--- src/rtl/clk_div_ctrl.sv ---
// Programmable clock-enable generator: square divided clock plus toggle tick,
// with divide-ratio updates accepted over valid/ready and applied on full-period boundaries.
module clk_div_ctrl #(
    parameter int CNT_W       = 16,
    parameter int DEFAULT_DIV = 1
) (
    input  logic             clk,
    input  logic             resetn,
    input  logic             run,
    input  logic             cfg_valid,
    input  logic [CNT_W-1:0] cfg_div,
    output logic             cfg_ready,
    output logic             cfg_done,
    output logic [CNT_W-1:0] cur_div,
    output logic             div_clk,
    output logic             tick
);

    localparam logic [CNT_W-1:0] DEF_DIV = CNT_W'(DEFAULT_DIV);

    typedef enum logic [1:0] {
        ST_IDLE = 2'd0,
        ST_WAIT = 2'd1,
        ST_DONE = 2'd2
    } state_t;

    state_t           state;
    state_t           state_nxt;
    logic [CNT_W-1:0] counter;
    logic [CNT_W-1:0] pending;
    logic             term;
    logic             accept;
    logic             apply;

    // Terminal count for the current half-period; >= keeps a shrunk divide value safe.
    assign term   = run && (counter >= cur_div);
    assign accept = (state == ST_IDLE) && cfg_valid;

    always_comb begin
        state_nxt = state;
        apply     = 1'b0;
        case (state)
            ST_IDLE: begin
                if (cfg_valid) state_nxt = ST_WAIT;
            end
            ST_WAIT: begin
                // Swap only where div_clk falls (end of a full period), or at once when idle.
                if (!run || (term && div_clk)) begin
                    apply     = 1'b1;
                    state_nxt = ST_DONE;
                end
            end
            ST_DONE: begin
                state_nxt = ST_IDLE;
            end
            default: begin
                state_nxt = ST_IDLE;
            end
        endcase
    end

    always_ff @(posedge clk or negedge resetn) begin
        if (!resetn) begin
            state     <= ST_IDLE;
            cfg_ready <= 1'b1;
            cfg_done  <= 1'b0;
            pending   <= '0;
            cur_div   <= DEF_DIV;
        end else begin
            state     <= state_nxt;
            cfg_ready <= (state_nxt == ST_IDLE);
            cfg_done  <= (state_nxt == ST_DONE);
            if (accept) pending <= cfg_div;
            if (apply)  cur_div <= pending;
        end
    end

    always_ff @(posedge clk or negedge resetn) begin
        if (!resetn) begin
            counter <= '0;
            div_clk <= 1'b0;
            tick    <= 1'b0;
        end else if (!run) begin
            counter <= '0;
            div_clk <= 1'b0;
            tick    <= 1'b0;
        end else if (term) begin
            counter <= '0;
            div_clk <= ~div_clk;
            tick    <= 1'b1;
        end else begin
            counter <= counter + 1'b1;
            tick    <= 1'b0;
        end
    end

endmodule

--- config.mk ---
export PLATFORM = sky130hd
export DESIGN_NAME = clk_div_ctrl
export DESIGN_NICKNAME = d
export VERILOG_FILES = /design/src/rtl/clk_div_ctrl.sv
export SDC_FILE = /design/constraint.sdc
export NUM_CORES = 1
export LEC_CHECK = 0
export CAP_MARGIN = 25
export CORE_MARGIN = 2
export CORE_UTILIZATION = 48
export DETAILED_ROUTE_END_ITERATION = 12
export PLACE_DENSITY = 0.86
export SYNTH_ARGS = -nofsm -noshare
export SYNTH_HDL_FRONTEND = slang
export SYNTH_SLANG_ARGS = --single-unit
--- constraint.sdc ---
create_clock -name clk -period 2.5 [get_ports clk]
set_clock_uncertainty 0.15 [all_clocks]
set_input_delay 0.5 -clock clk [delete_from_list [all_inputs] [get_ports clk]]
set_output_delay 0.5 -clock clk [all_outputs]
set_load 0.02 [all_outputs]
After elaboration in Yosys (flattened, before gate mapping)
Index checks and enable logic that the tools add are counted.
W data, S select, Z words.
Storage, ports and cells
  flip-flop bits (word level): 54
  input port bits: 20
  output and inout port bits: 20
  logic and storage cells: 32
Operators by class
  add/subtract/negate cells: 1
  $lt $le $gt $ge: 1
  equal/unequal tests: 3
  muxes and demuxes: 11
  bitwise logic cells: 1
  reductions and logical operators: 7
Operators by type and width (count)
  $mux W16: 2
  $add A16 B1 Y16 const B: 1
  $ge A16 B16 Y1: 1
  $mux W1: 6
  $logic_not A2 Y1: 2
  $mux W2: 2
  $pmux W2 S2: 1
  $logic_and A1 B1 Y1: 3
  $eq A2 B1 Y1 const B: 1
  $eq A2 B2 Y1 const B: 1
  $ne A2 B1 Y1 const B: 1
  $logic_not A1 Y1: 1
  $logic_or A1 B1 Y1: 1
  $not A1 Y1: 1

Longest topological paths before layout
  depth in word-level cells: 7
  gate-level depth with buffers: 9
  gate-level depth less buffers: 8

Least setup slack after synthesis
Ideal clock, no wire load.
  kind: register to register
  start point: reg cur_div[0]
  end point: reg cur_div[10]
  arrival time: 2.611 ns
  required time: 2.225 ns
  path slack: -0.386 ns
  cell stages (with the launch flop): 9
  path buffers: 1
  cell sequence: dfstp_2 -> ha_1 -> nand2b_4 -> a2111oi_2 -> o21ai_1 -> a2111oi_4 -> o31ai_4 -> buf_6 -> mux2_4
Between the ends
  longest elaborated chain between the ends: 6
RTL lines
  from (decl): RTL line 14  | output logic [CNT_W-1:0] cur_div,
  from (signal assigned): RTL line 74  | if (apply) cur_div <= pending;
  $ge A16 B16 Y1: RTL line 36  | assign term = run && (counter >= cur_div);
  $logic_and A1 B1 Y1: RTL line 36
  $logic_and A1 B1 Y1: RTL line 48  | if (!run || (term && div_clk)) begin
  $logic_or A1 B1 Y1: RTL line 48
  $mux W1: RTL line 48
  $mux W1: RTL line 42  | case (state)
No other way between the ends.
A chain may end at the register's enable or synchronous reset.

Worst setup path in the final report
  start point: reg cur_div[5]
  end point: reg cur_div[12]
The elaborated chain is that of the path after synthesis.

==> impl_metrics.toml <==
[clock_network]
cts_tree = "built"
cts_inserted_buffers = 5
hold_buffers = 0
cts_max_level = 2
clock_sinks = 54
root_buffer = "clkbuf_8"
clk_latency_ps = 310
cts_buffer_depth = 2
clkTransAtPathRegs_ps = 90

[sta]
fin_crit_sh_pct = 105
timing.fmax_mhz = 381
finalHoldViolCount = 0
relSlewSlack_pct = 58.0
setup_ws_ps = -127
finalSetupViolCount = 31
worst_slew_pin_slew_ps = 630
rsz0062_at_grt = "true"
slew_viol_final = 0
post-route-min-period_ps = 2630

[worst_setup_path]
critPathKind = "register to register"
critPathMaxFanout = 10
r2r_end = "cur_div[12]$_DFFE_PN0P_"
worstReg2RegStart = "cur_div[5]$_DFFE_PN0P_"
startpoint_type = "register"
cp.required_ps = 2550
startpoint = "cur_div[5]$_DFFE_PN0P_"
reg2reg_depth = 9
cp-end-kind = "register"
rrSetupSlack_ps = -130
crit_arrival_ps = 2680

[global_route]
grt_pass1_vias = 1917
antenna_found_initial = 0
gr-total-overflow = 0
grt_start_max_net_pins = 30
grt_usage_pct = 19.6
grt_pass1_wl_um = 9010

[logic_synthesis]
ys_top_cells_by_area = "dfrtp_1, mux2_2, ha_1, mux2_4, xor2_1"
muxShareOfSynthArea_pct = 15.2
synth-seq-area-share_pct = 52.2
synth_nets = 245
synth_top_area_cell = "dfrtp_1"
synth_edf_count = 0
synthAdderAreaFrac_pct = 8.20
ys_warn_count = 0
synth_top_area_share_pct = 50.1
synth-compound-area-share_pct = 6.36
netlist_instances = 208
synth_simple_gate_area_share_pct = 9.69
avgSynthCellArea_sq_um = 12.5
synth-seq-cells = 54
synth_ff_type = "dfrtp_1"
synthDistinctLibCells = 37
synth_top_family_by_area = "multiplexers"
yosys.area_share.xor_xnor_pct = 5.06
async_flop_share_pct = 100
syn_area_sq_um = 2590

[pwr]
finalPower_mw = 3.59
p_leak_nw = 1.66
ir_worst_vdd_uv = 670
power.density_nw_per_um2 = 971

[floorplan]
io_pins = 40
dieArea_sq_um = 6010
die_width_um = 77.5
start_util_pct = 50.2
core-area_sq_um = 5170
die_h_um = 77.5
rows = 26

[route]
vias_per_cell = 5.06
drc = 0
final_antenna_net_count = 0
first_pass_iters = 4
first_iter_violations = 124
vias = 1831
routed_wirelength_um = 5770
wire_per_inst_um = 15.9

[place]
place_hpwl_um = 4060
place.gp.congestion = 0.815
port_buffers = 39
post_dp_cell_area_sq_um = 3380

[finish]
syn_to_final_growth_pct = 42.6
fillCellCount = 333
nets = 328
antenna_cells = 0
drive_above_1_share_pct = 39.7
finalInstanceArea_sq_um = 3700

[flow_run]
maxCapViolCount = 0

[outcome]
violations = "negative setup slack"
status = "complete, but fails checks"

[worst_hold_path]
hold_path.class = "input port to async pin"
-- final cells by class --
cell class	instances	area [sq um]	area share, %
clock buffer	7	76.3	2.06
clock inverter	1	30.0	0.811
inverter	18	67.6	1.83
multi-input combinational	133	1340	36.3
sequential	54	1360	36.6
tap	70	87.6	2.37
timing repair buffer	79	741	20.0
-- synthesized netlist by cell type (4+ instances only) --
master   count
nand3_1      8
nand4_1      4
mux2_4       9
mux2_2      23
dfrtp_1     52
xor2_1       9
inv_1       18
nor2_1      20
a21oi_1      5
xnor2_1      6
ha_1        17
nand2_1      7
-- report_power, final --
| part | internal (mW) | leakage [nW] | switching [mW] | total (mW) |
|---|---|---|---|---|
| Combinational | 0.960 | 0.934 | 0.709 | 1.67 |
| Clock | 0.300 | 0.0524 | 0.278 | 0.578 |
| Sequential | 1.18 | 0.669 | 0.168 | 1.35 |
| Total | 2.44 | 1.66 | 1.15 | 3.59 |
-- placed cells by master (no fill, tap or decap), types with 2 or more instances in the layout --
| cell | Yosys | routed |
|---|---|---|
| a2111oi_4 | 1 | 2 |
| dfstp_2 | 2 | 2 |
| nand4_1 | 4 | 4 |
| ha_4 | 0 | 2 |
| inv_1 | 18 | 17 |
| clkdlybuf4s50_1 | 0 | 38 |
| ha_1 | 17 | 15 |
| and3_1 | 2 | 2 |
| nor2_1 | 20 | 5 |
| xor2_1 | 9 | 9 |
| nand2_1 | 7 | 6 |
| mux2_2 | 23 | 23 |
| nand3_1 | 8 | 8 |
| buf_4 | 0 | 36 |
| dfrtp_2 | 0 | 2 |
| xnor2_1 | 6 | 5 |
| dfrtp_1 | 52 | 50 |
| o21a_1 | 2 | 2 |
| a21oi_1 | 5 | 4 |
| buf_12 | 0 | 3 |
| mux2_4 | 9 | 9 |
| clkbuf_8 | 0 | 5 |
| nor2_4 | 0 | 15 |
| clkbuf_1 | 2 | 2 |
-- cell families after synthesis --
family                     Yosys count
adders and majority gates           17
muxes                               32
AOI/OAI and AO/OA                   19
buffers and inverters               21
DFF                                 54
and+or+nand+nor                     50
xor gates and xnor gates            15
-- flip-flops by register name (all words and copies together), names as in the netlist --
register	flops
tick	1
pending	16
cur_div	16
cfg_ready	1
counter	16
state	2
cfg_done	1
div_clk	1
-- what timing repair did --
action	in CTS	in global routing
resized for setup	3	33
setup endpoints to repair	32	34
gates cloned	0	1
setup buffers	2	2
pin swaps	2	17
-- stage by stage --
| step | setup TNS (ps) | utilization (%) | std cells | hold WS, ps | setup slack [ps] |
|---|---|---|---|---|---|
| 2_1_floorplan | -2500 | - | 208 | 54.4 | -198 |
| 3_3_place_gp | -3420 | 65.4 | 349 | 337 | -254 |
| 3_5_place_dp | -4980 | 65.4 | 349 | 336 | -302 |
| 4_1_cts | -987 | 68.2 | 359 | 66.8 | -75.6 |
| 5_1_grt | -5700 | 71.6 | 362 | 93.7 | -225 |
| 6_report | -2340 | 71.6 | 362 | 50.1 | -127 |
-- worst max-delay path, stage by stage, from the launching register on --
cell       delay (ps)
dfrtp_2           410
inv_2              80
ha_4              190
or3_1             360
a21oi_2           200
nor3_2             70
a2111oi_4         450
o31ai_4           130
buf_12            170
mux2_4            300
-- per-layer routing --
metal,GRT usage [%],wire [um],up-vias
met3,4.42,228,9
li1,-,-,880
met1,24.5,2450,902
met5,0,0,-
met2,33.5,2980,40
met4,6.79,110,0
-- worst max path at each step --
| stage | cells past startpoint | slack [ps] | endpoint |
|---|---|---|---|
| 6_report | 9 | -130 | cur_div[12]$_DFFE_PN0P_ |
| 5_1_grt | 9 | -220 | cur_div[12]$_DFFE_PN0P_ |
| 4_1_cts | 8 | -80 | cur_div[12]$_DFFE_PN0P_ |
| 3_5_place_dp | 7 | -300 | cur_div[3]$_DFFE_PN0P_ |
| 3_3_place_gp | 7 | -250 | cur_div[15]$_DFFE_PN0P_ |
| 2_1_floorplan | 8 | -200 | cur_div[6]$_DFFE_PN0P_ |
Note: power is estimated with default switching activity, not from simulation.
